$ cat config.mk
export PLATFORM = sky130hd
export DESIGN_NAME = stack_register_file_flat
export DESIGN_NICKNAME = d
export VERILOG_FILES = /design/src/rtl/stack_if.sv /design/src/rtl/stack_register_file.sv /design/src/flat_wrapper.sv
export SDC_FILE = /design/constraint.sdc
export NUM_CORES = 1
export LEC_CHECK = 0
export BUFFER_PORTS_ARGS = -buffer_cell sky130_fd_sc_hd__buf_2
export CORE_ASPECT_RATIO = 0.9
export CORE_MARGIN = 1.5
export CORE_UTILIZATION = 55
export DETAILED_ROUTE_END_ITERATION = 8
export PLACE_DENSITY = 0.79
export SLEW_MARGIN = 20
export SYNTH_ARGS = -nofsm -noshare
export SYNTH_HDL_FRONTEND = slang
export SYNTH_SLANG_ARGS = --single-unit
$ cat constraint.sdc
create_clock -name clk -period 3.35 [get_ports clk]
set_input_delay 0.5025 -clock clk [delete_from_list [all_inputs] [get_ports clk]]
set_output_delay 0.5025 -clock clk [all_outputs]
set_load 0.01 [all_outputs]
$ cat src/rtl/stack_if.sv
// Command/observation bundle for the 16-deep, 4-bit stack register file.
interface stack_if;
    logic [2:0]  cmd;
    logic [3:0]  din;
    logic [63:0] entries;
    logic [3:0]  sel;
    logic [3:0]  top;
    logic [3:0]  next;
    logic [4:0]  depth;
    logic        full;
    logic        empty;
    logic        ovf;
    logic        unf;

    modport master (
        output cmd, din,
        input  entries, sel, top, next, depth, full, empty, ovf, unf
    );
    modport slave (
        input  cmd, din,
        output entries, sel, top, next, depth, full, empty, ovf, unf
    );
endinterface

$ cat src/rtl/stack_register_file.sv
// 16 x 4-bit register stack: one command per clock, sticky overflow/underflow,
// illegal commands leave slots and depth untouched.
module stack_register_file (
    input  logic    clk,
    input  logic    rst_n,
    stack_if.slave  bus
);
    localparam int NS = 16;
    localparam int W  = 4;

    localparam logic [2:0] CMD_NOP     = 3'b000;
    localparam logic [2:0] CMD_PUSH    = 3'b001;
    localparam logic [2:0] CMD_POP     = 3'b010;
    localparam logic [2:0] CMD_REPLACE = 3'b011;
    localparam logic [2:0] CMD_DUP     = 3'b100;
    localparam logic [2:0] CMD_SWAP    = 3'b101;
    localparam logic [2:0] CMD_CLEAR   = 3'b110;
    localparam logic [2:0] CMD_BINOP   = 3'b111;

    logic [NS-1:0][W-1:0] slots, slots_n;
    logic [4:0]           depth, depth_n;
    logic                 ovf, ovf_n, unf, unf_n;

    logic [3:0] ptr, tos, nos;
    logic       is_empty, is_full, two;

    // ptr is only used as a write index when depth<16, so dropping bit 4 is safe
    assign ptr      = depth[3:0];
    assign tos      = ptr - 4'd1;
    assign nos      = ptr - 4'd2;
    assign is_empty = (depth == 5'd0);
    assign is_full  = (depth == 5'd16);
    assign two      = (depth >= 5'd2);

    always_comb begin
        slots_n = slots;
        depth_n = depth;
        ovf_n   = ovf;
        unf_n   = unf;
        case (bus.cmd)
            CMD_PUSH: begin
                if (is_full) ovf_n = 1'b1;
                else begin
                    slots_n[ptr] = bus.din;
                    depth_n      = depth + 5'd1;
                end
            end
            CMD_POP: begin
                if (is_empty) unf_n = 1'b1;
                else          depth_n = depth - 5'd1;
            end
            CMD_REPLACE: begin
                if (is_empty) unf_n = 1'b1;
                else          slots_n[tos] = bus.din;
            end
            CMD_DUP: begin
                if (is_full)       ovf_n = 1'b1;
                else if (is_empty) unf_n = 1'b1;
                else begin
                    slots_n[ptr] = slots[tos];
                    depth_n      = depth + 5'd1;
                end
            end
            CMD_SWAP: begin
                if (!two) unf_n = 1'b1;
                else begin
                    slots_n[tos] = slots[nos];
                    slots_n[nos] = slots[tos];
                end
            end
            CMD_CLEAR: begin
                slots_n = '0;
                depth_n = 5'd0;
                ovf_n   = 1'b0;
                unf_n   = 1'b0;
            end
            CMD_BINOP: begin
                if (!two) unf_n = 1'b1;
                else begin
                    slots_n[nos] = bus.din;
                    depth_n      = depth - 5'd1;
                end
            end
            CMD_NOP: ;
            default: ;
        endcase
    end

    always_ff @(posedge clk or negedge rst_n) begin
        if (!rst_n) begin
            slots <= '0;
            depth <= 5'd0;
            ovf   <= 1'b0;
            unf   <= 1'b0;
        end else begin
            slots <= slots_n;
            depth <= depth_n;
            ovf   <= ovf_n;
            unf   <= unf_n;
        end
    end

    assign bus.entries = slots;
    assign bus.sel     = is_empty ? 4'd0 : tos;
    assign bus.top     = is_empty ? 4'd0 : slots[tos];
    assign bus.next    = two ? slots[nos] : 4'd0;
    assign bus.depth   = depth;
    assign bus.full    = is_full;
    assign bus.empty   = is_empty;
    assign bus.ovf     = ovf;
    assign bus.unf     = unf;
endmodule

$ cat src/flat_wrapper.sv
// flat-port wrapper written by rule: the top's interface ports become plain ports
module stack_register_file_flat 
  (clk, rst_n, bus_cmd, bus_din, bus_entries, bus_sel, bus_top, bus_next, bus_depth, bus_full, bus_empty, bus_ovf, bus_unf);
  stack_if bus_i ();
  input  logic clk;
  input  logic rst_n;
  input wire logic [$bits(bus_i.cmd)-1:0] bus_cmd;
  input wire logic [$bits(bus_i.din)-1:0] bus_din;
  output wire logic [$bits(bus_i.entries)-1:0] bus_entries;
  output wire logic [$bits(bus_i.sel)-1:0] bus_sel;
  output wire logic [$bits(bus_i.top)-1:0] bus_top;
  output wire logic [$bits(bus_i.next)-1:0] bus_next;
  output wire logic [$bits(bus_i.depth)-1:0] bus_depth;
  output wire logic [$bits(bus_i.full)-1:0] bus_full;
  output wire logic [$bits(bus_i.empty)-1:0] bus_empty;
  output wire logic [$bits(bus_i.ovf)-1:0] bus_ovf;
  output wire logic [$bits(bus_i.unf)-1:0] bus_unf;
  assign bus_i.cmd = bus_cmd;
  assign bus_i.din = bus_din;
  assign bus_entries = bus_i.entries;
  assign bus_sel = bus_i.sel;
  assign bus_top = bus_i.top;
  assign bus_next = bus_i.next;
  assign bus_depth = bus_i.depth;
  assign bus_full = bus_i.full;
  assign bus_empty = bus_i.empty;
  assign bus_ovf = bus_i.ovf;
  assign bus_unf = bus_i.unf;
  stack_register_file u_core (.clk(clk), .rst_n(rst_n), .bus(bus_i));
endmodule
==> results summary, run 1 <==
Across the routed clock network, the largest skew measured is 0.00918 ns. At the pin with the least slew margin, the transition time is 1.01 ns. The CTS tree is yes. The clock passes through at most 2 buffers. Before CTS, the worst setup slack after placement is 0.323 ns. Ranked by total cell area, the synthesized netlist is headed by sky130_fd_sc_hd__dfrtp_1 21%, sky130_fd_sc_hd__mux4_2 7.5%, sky130_fd_sc_hd__o21ai_0 6.4%. The quantity of I/O buffers inserted on ports is 93. The number of flops mapped to enable cells by yosys came out at 0. The height of the chip is 121 microns. The number of DRC markers after the initial detailed-route iteration is 1925.

The congestion estimate from routability-driven global placement came to 1.09. The number of antenna violations at the first check in global routing is 0. The share of the synthesized area in the top cell type came out at 21.1%. The highest fanout seen on the critical path came out at 15.

Setup slack on the worst reg-to-reg path comes out at 0.20 ns. Synthesis produced a netlist whose cell count is 1109. Data on the critical path is required at its endpoint by 2.85 ns. The run finished with clean final reports.

For this run, design rule violations remaining after detail routing come to 0. The number of placed I/O pins is 94. The critical path is of the register to output port type. Setup violations remaining at the end of the flow were counted as 0.

Counting instances in the post-synthesis netlist gives the leading cell types as 132 x sky130_fd_sc_hd__nand2_1, 108 x sky130_fd_sc_hd__o21ai_0, 98 x sky130_fd_sc_hd__nor2_1. The post-route cell area came out at 9930 sq um. A synthesized cell averages 7.61 sq um. The worst pin sits at a relative slew slack of 32.8%. The Yosys step of the flow raised 0 warnings. The sort of element at the end of the critical path is an output port. For this run, the leading register cell type out of synthesis is sky130_fd_sc_hd__dfrtp_1. The number of buffers created by CTS is 9. The type of the worst min-delay path is input port to asynchronous set/reset pin. The post-place instance area is 9580 sq um.

The total count of max-transition violations in the final report is 0. The top achievable clock speed came out at 302 MHz. The cts-stage hold buffer count is 0. The sink count of the clock tree is 71. After detailed routing, the average wire length per cell comes to 29.3 microns.

The die covers 16100 sq um. The share of the yosys chip area belonging to registers is 21.1%. The total overflow reported by the global router is 0.

The share of the clock period used by the worst path after layout came out at 98.9%. Setup repair after global routing could not meet its margin everywhere. The overall die width came out at 134 microns. The root buffer cell is sky130_fd_sc_hd__clkbuf_16. Summing over every cut layer, the via total after detailed routing is 11.0k. The largest net degree at the start of global routing is 72. The worst path in the final design needs a cycle of 3.31 ns, including I/O delays and setup. The relative area change from synthesis to final layout is 17.7%. Of all cell types, the one taking the most synthesized area is sky130_fd_sc_hd__dfrtp_1. The post-synth net total is 1131.

The number of detailed-routing iterations run before antenna repair came out at 7. The via count of the first global-routing pass was 9790. The synthesized netlist occupies a cell area of 8440 sq um.

The post-CTS clock slew at the launch and capture registers of the worst setup and hold paths is 0.07 ns. The HPWL after detailed placement came out at 29800 microns. The total wire length after detailed routing came out at 41900 microns. The latest clock arrival within the worst-skew pair came out at 0.36 ns. The initial core utilization is 56.7%. The category of the worst setup path launch point is a register. The number of rows in the core area is 42. The synthesized netlist contains 71 unique library cells.

Yosys instantiated no cell more often than sky130_fd_sc_hd__nand2_1. Max-cap violations in this run came to 0. Cells with a size suffix above 1 make up 22.6% of the layout. Once routing completed, OpenROAD measured the worst setup slack at 0.0353 ns. The placeable core region came out at 14900 sq um. The count of endpoints failing hold in the final timing report came out at 0. The share of synthesized registers carrying an async set or reset came out at 100%. The final net count came out at 1250. The number of routed nets with antenna violations is 0. The global-route total usage across every layer came out at 51.4%. The first global-routing pass estimated 61400 microns of wire. In the routed layout, each cell is associated on average with a via count of 7.65. The register bit count reported by yosys came out at 71. STA puts the critical path data arrival time at 2.81 ns. The H-tree depth is 3.
==> area by class of cell <==
type,instances,area [sq um]
multi-input cells,936,6280
fillers,1343,4940
flip-flops and latches,71,1780
repair buffers,199,1280
well taps,198,248
clock buffers,9,225
clock inverters,7,72.6
inverters,11,41.3
diodes,1,2.50
==> layout by cell type (no fill, tap or decap), types with 18 or more instances in the layout <==
master                       n
sky130_fd_sc_hd__o22ai_1    23
sky130_fd_sc_hd__a22oi_1    18
sky130_fd_sc_hd__o211ai_1   36
sky130_fd_sc_hd__mux4_2     28
sky130_fd_sc_hd__a21oi_1    86
sky130_fd_sc_hd__dfrtp_1    70
sky130_fd_sc_hd__nand3_1    60
sky130_fd_sc_hd__buf_4     105
sky130_fd_sc_hd__nor3_1     22
sky130_fd_sc_hd__o21ai_0   108
sky130_fd_sc_hd__nor2_1     97
sky130_fd_sc_hd__a31oi_1    21
sky130_fd_sc_hd__buf_2      92
sky130_fd_sc_hd__mux2i_1    36
sky130_fd_sc_hd__nand2_1   132
sky130_fd_sc_hd__and3_1     20
==> worst max-delay path, stage by stage (launching register included) <==
cell	delay [ns]
sky130_fd_sc_hd__dfrtp_2	0.42
sky130_fd_sc_hd__inv_1	0.19
sky130_fd_sc_hd__ha_1	0.33
sky130_fd_sc_hd__buf_4	0.25
sky130_fd_sc_hd__xor2_1	0.19
sky130_fd_sc_hd__buf_4	0.29
sky130_fd_sc_hd__mux2_2	0.51
sky130_fd_sc_hd__nor2_1	0.12
sky130_fd_sc_hd__buf_2	0.13
==> what timing repair did <==
action	in CTS	in global routing
pin swaps	0	0
buffers inserted	3	0
gates resized for setup	0	6
endpoints found under the setup margin	1	5
==> cells by family after synthesis <==
kind of cell / synth area share, %
compound gates: 35.2
simple gates: 20.6
buf+inv: 5.06
mux: 14.9
flops: 21.1
fa+ha+maj: 2.02
xor+xnor: 1.26
==> metrics by stage <==
stage	setup TNS (ns)	util, %	instances	hold WS (ns)
floorplan	0	-	1109	0.207
global placement	0	64.4	1412	0.522
detailed placement	0	64.4	1412	0.552
CTS	0	66.6	1431	0.348
global route	-0.0197	66.8	1431	0.403
finish	0	66.8	1432	0.313
==> worst paths after layout <==
check	start	end	depth (start not counted)
min in group clk	u_core.bus.ovf	u_core.bus.ovf	2
min reg2reg	u_core.bus.ovf	u_core.bus.ovf	2
max in group asynchronous	rst_n	u_core.bus.depth[0]	1
max	u_core.bus.depth[0]	bus_top[1]	8
min	rst_n	u_core.bus.ovf	1
max reg2reg	u_core.bus.depth[0]	register	9
==> per-layer routing <==
layer | global-route usage, % | up-vias | part of all wire [%]
li1 | - | 4559 | -
met1 | 69.3 | 5023 | 36
met2 | 69.8 | 1113 | 39
met3 | 19.7 | 266 | 18
met4 | 28.8 | 0 | 6.7
met5 | 0 | - | 0
Power of run 1 is not shown: default switching activity piles up to over one toggle a cycle in this logic, so the estimate is an artifact.
==> run 2: changes to the inputs <==
--- a/config.mk
+++ b/config.mk
@@ -5,12 +5,13 @@
 export SDC_FILE = /design/constraint.sdc
 export NUM_CORES = 1
 export LEC_CHECK = 0
+export ABC_AREA = 1
 export BUFFER_PORTS_ARGS = -buffer_cell sky130_fd_sc_hd__buf_2
 export CORE_ASPECT_RATIO = 0.9
 export CORE_MARGIN = 1.5
-export CORE_UTILIZATION = 55
+export CORE_UTILIZATION = 57
 export DETAILED_ROUTE_END_ITERATION = 8
-export PLACE_DENSITY = 0.79
+export PLACE_DENSITY = 0.8
 export SLEW_MARGIN = 20
 export SYNTH_ARGS = -nofsm -noshare
 export SYNTH_HDL_FRONTEND = slang
==> results summary, run 2 <==
The arrival time at the worst endpoint was 2.74 ns (-0.07 ns). The time the final worst path needs with I/O delays and setup came out at 3.24 ns (-0.0767 ns). The transition time at the pin with the least slew margin is 0.942 ns (-0.0652 ns).

The share of the synthesized area in the top cell type came out at 32.3% (+11 points). The share of post-route cells with drive strength above 1 was 11.4% (-11 points). The via density per instance was 6.08 (-21%). By instance count, the leading cell after synthesis is sky130_fd_sc_hd__nand2_1. The number of flops mapped to enable cells by yosys is 0 (unchanged). The final-layout fill cell count came out at 1852 (+38%). The cts-stage hold buffer count is 0 (unchanged).

The post-CTS clock slew at the launch and capture registers of the worst setup and hold paths came out at 0.06 ns (about the same). The relative area change from synthesis to final layout is 9.34%. The worst setup path is of the register to output port kind.

The worst-case clock buffer depth is 2 (unchanged). The number of DRC violations after detailed routing is 1 (+1). The number of antenna violations at the first check in global routing is 0 (unchanged). The number of DRC markers after the initial detailed-route iteration came out at 2370 (+23%).

The met2 demand-to-capacity share in global routing is 62.9% (-6.9 points). Setup repair after global routing left no endpoint under its margin. The worst-case setup margin in the final layout came to 0.112 ns (+0.0767 ns).

The number of rows in the core area was 47 (+12%). The met3 routing resource usage after global routing came out at 14.6% (-5.2 points). The post-synth net total is 2180 (+93%). The HPWL after detailed placement is 29900 microns (+0.58%). The area of the mapped netlist is 11000 sq um (+30%). The number of cells in the design after placement came out at 2421 (+71%). TritonCTS built the clock tree. The most common cell after layout, fill and taps aside is sky130_fd_sc_hd__nand2_1. The register bit count reported by yosys came out at 71 (unchanged). The via count of the first global-routing pass is 12.8k (+30%). The clock skew after layout is 0.0122 ns (+0.00303 ns). The placeable core region came out at 18600 sq um (+25%). The worst setup path is launched from a register. The overall die width is 149 microns (+12%). The total power per unit cell area is 1310 nW/um^2. The largest net degree at the start of global routing was 71 (-1.4%). The latest clock arrival within the worst-skew pair came out at 0.36 ns (about the same).

In the post-synthesis netlist, the biggest area contributors are sky130_fd_sc_hd__nand2_1 32%, sky130_fd_sc_hd__nand3_1 17%, sky130_fd_sc_hd__dfrtp_1 16%. The area of the die is 20100 sq um (+25%). After global routing, the most crowded layer is met2. The final net count came out at 2219 (+78%).

Of all cell types, the one taking the most synthesized area is sky130_fd_sc_hd__nand2_1. The last weighted congestion value of the routability-driven placer came out at 1.02 (-6.8%). The top cell types in the final layout, fill and taps aside, are 944 x sky130_fd_sc_hd__nand2_1, 366 x sky130_fd_sc_hd__nand3_1, 196 x sky130_fd_sc_hd__a21oi_1, 185 x sky130_fd_sc_hd__inv_1, 161 x sky130_fd_sc_hd__nor2_1.

The tightest min-delay check is of the input port to asynchronous set/reset pin type. The global-route total usage across every layer is 44.1% (-7.3 points). The pre-CTS worst setup slack came out at 0.432 ns (+0.108 ns). The global-route wire length before repair came out at 68900 microns (+12%). The highest fanout seen on the critical path is 12 (-3). The H-tree depth is 3 (unchanged). The final reports fail on design-rule violations. The total wire length after detailed routing is 45200 microns (+7.7%). The worst-case headroom to the max-slew limit is 37.2% (+4.3 points). The post-synthesis cell type count was 32 (-55%). The root buffer cell is sky130_fd_sc_hd__clkbuf_16. The setup TNS is 0 ns (unchanged). The share of the yosys chip area belonging to registers came out at 16.2% (-4.9 points). The sink count of the clock tree came out at 71 (unchanged).

The leakage power is 6.88 nW. The met1 track demand over resource was 59.0% (-10 points). The number of detailed-routing iterations run before antenna repair came out at 9 (+2). The count of final setup violators came out at 0 (unchanged). The post-synthesis instance total was 2158 (+95%). The detail-routed net length per standard cell came to 18.5 microns (-37%). The number of non-filler instances in the completed layout is 2447 (+71%). The share of the clock period used by the worst path after layout is 96.7% (-2.3 points). The average footprint of a synthesized cell is 5.08 sq um (-33%). The number of buffers created by CTS came out at 9 (unchanged). STA classifies the critical path endpoint as an output port. Across the VDD grid, the largest voltage drop is 1100 uV. The number of placed I/O pins is 94 (unchanged). The top achievable clock speed came to 309 MHz (+2.4%). The design draws 15.8 mW.

The total overflow reported by the global router came out at 0 (unchanged). The count of endpoints failing hold in the final timing report came out at 0 (unchanged). The quantity of I/O buffers inserted on ports is 93 (unchanged).

The number of maximum-capacitance violations was 0 (unchanged). The number of synthesis warnings is 0 (unchanged). The initial core utilization is 58.8% (+2.1 points). The run finished, with violations left. The count of antenna diodes in the layout is 0 (-1).

The required time of the worst setup path is 2.85 ns (about the same). The height of the chip is 135 microns (+12%). The number of routed nets with antenna violations is 0 (unchanged). The share of synthesized registers carrying an async set or reset is 100% (unchanged). Counting instances in the post-synthesis netlist gives the leading cell types as 945 x sky130_fd_sc_hd__nand2_1, 367 x sky130_fd_sc_hd__nand3_1, 196 x sky130_fd_sc_hd__a21oi_1. The total count of max-transition violations in the final report came out at 0 (unchanged).

The via count came out at 14.9k (+36%). The most used flip-flop cell after synthesis is sky130_fd_sc_hd__dfrtp_1.
## run 2: changes by cell type after synthesis, moves of 30 or more
cell	previous run	this run
sky130_fd_sc_hd__nor2_1	98	163
sky130_fd_sc_hd__inv_2	0	30
sky130_fd_sc_hd__inv_1	9	186
sky130_fd_sc_hd__mux2i_1	41	0
sky130_fd_sc_hd__o211ai_1	36	0
sky130_fd_sc_hd__nand2_1	132	945
sky130_fd_sc_hd__a21oi_1	86	196
sky130_fd_sc_hd__nand3_1	60	367
sky130_fd_sc_hd__o21ai_0	108	5
## run 2: worst paths after layout
| kind | from | end | slack, ns | depth (start not counted) |
|---|---|---|---|---|
| min in group clk | u_core.bus.ovf | u_core.bus.ovf | 0.50 | 2 |
| worst min register to register | u_core.bus.ovf | u_core.bus.ovf | 0.50 | 2 |
| max in group asynchronous | rst_n | asynchronous set/reset pin | 2.52 | 2 |
| worst min-delay path | rst_n | asynchronous set/reset pin | 0.12 | 1 |
| worst max-delay path | u_core.bus.depth[1] | bus_next[2] | 0.11 | 13 |
| worst max register to register | u_core.bus.depth[0] | register | 0.26 | 12 |
## run 2: report_power, final
part	total (mW)	internal (mW)	switching, mW
sequential	2.22	1.29	0.927
clock	1.35	0.899	0.446
combinational	12.2	3.47	8.74
## run 2: cell type report
class | count | area, sq um | area share, %
Tap cell | 245 | 307 | 2.56
Multi-Input combinational cell | 1757 | 7840 | 65.4
Sequential cell | 71 | 1780 | 14.8
Clock buffer | 10 | 239 | 1.99
Inverter | 218 | 826 | 6.89
Timing Repair Buffer | 140 | 846 | 7.05
Clock inverter | 6 | 155 | 1.29
## run 2: per-stage QoR
stage | instance area (sq um) | util, % | hold slack [ns]
5_1_grt | 12000 | 64.3 | 0.155
3_3_place_gp | 11500 | 61.6 | 0.481
4_1_cts | 11900 | 63.7 | 0.136
6_report | 12000 | 64.3 | 0.124
3_5_place_dp | 11500 | 61.6 | 0.493
2_1_floorplan | 11000 | - | 0.207
## run 2: repair_timing
action                     in CTS  in global routing
gates resized for setup         0                  7
setup buffers                   0                 10
setup endpoints to repair       0                  7
## run 2: logic make-up after synthesis
kind of cell               after synthesis  share of synthesized area, %
AOI/OAI and AO/OA                      205                          9.42
adders and majority gates               13                          1.55
xor gates and xnor gates                 3                         0.240
DFF                                     71                          16.2
buffers and inverters                  330                          12.8
and+or+nand+nor                       1536                          59.8
## run 2: metal layers
metal	routed length (microns)	part of all wire, %
met2	18100	40
met5	0	0
met3	8270	18
met4	2560	5.7
met1	16200	36
## run 2: worst max-delay path: stages, from the launching register on
cell and delay [ns]:
sky130_fd_sc_hd__dfrtp_1 0.39, sky130_fd_sc_hd__inv_2 0.21, sky130_fd_sc_hd__buf_4 0.25, sky130_fd_sc_hd__ha_1 0.28, sky130_fd_sc_hd__inv_1 0.09, sky130_fd_sc_hd__nand2_1 0.08
sky130_fd_sc_hd__nand2_2 0.10, sky130_fd_sc_hd__nor2_4 0.30, sky130_fd_sc_hd__nand2_1 0.14, sky130_fd_sc_hd__nand2_1 0.10, sky130_fd_sc_hd__inv_2 0.05, sky130_fd_sc_hd__nand2_4 0.18
sky130_fd_sc_hd__nor2_1 0.06, sky130_fd_sc_hd__buf_2 0.14
Note: power is estimated with default switching activity, not from simulation.
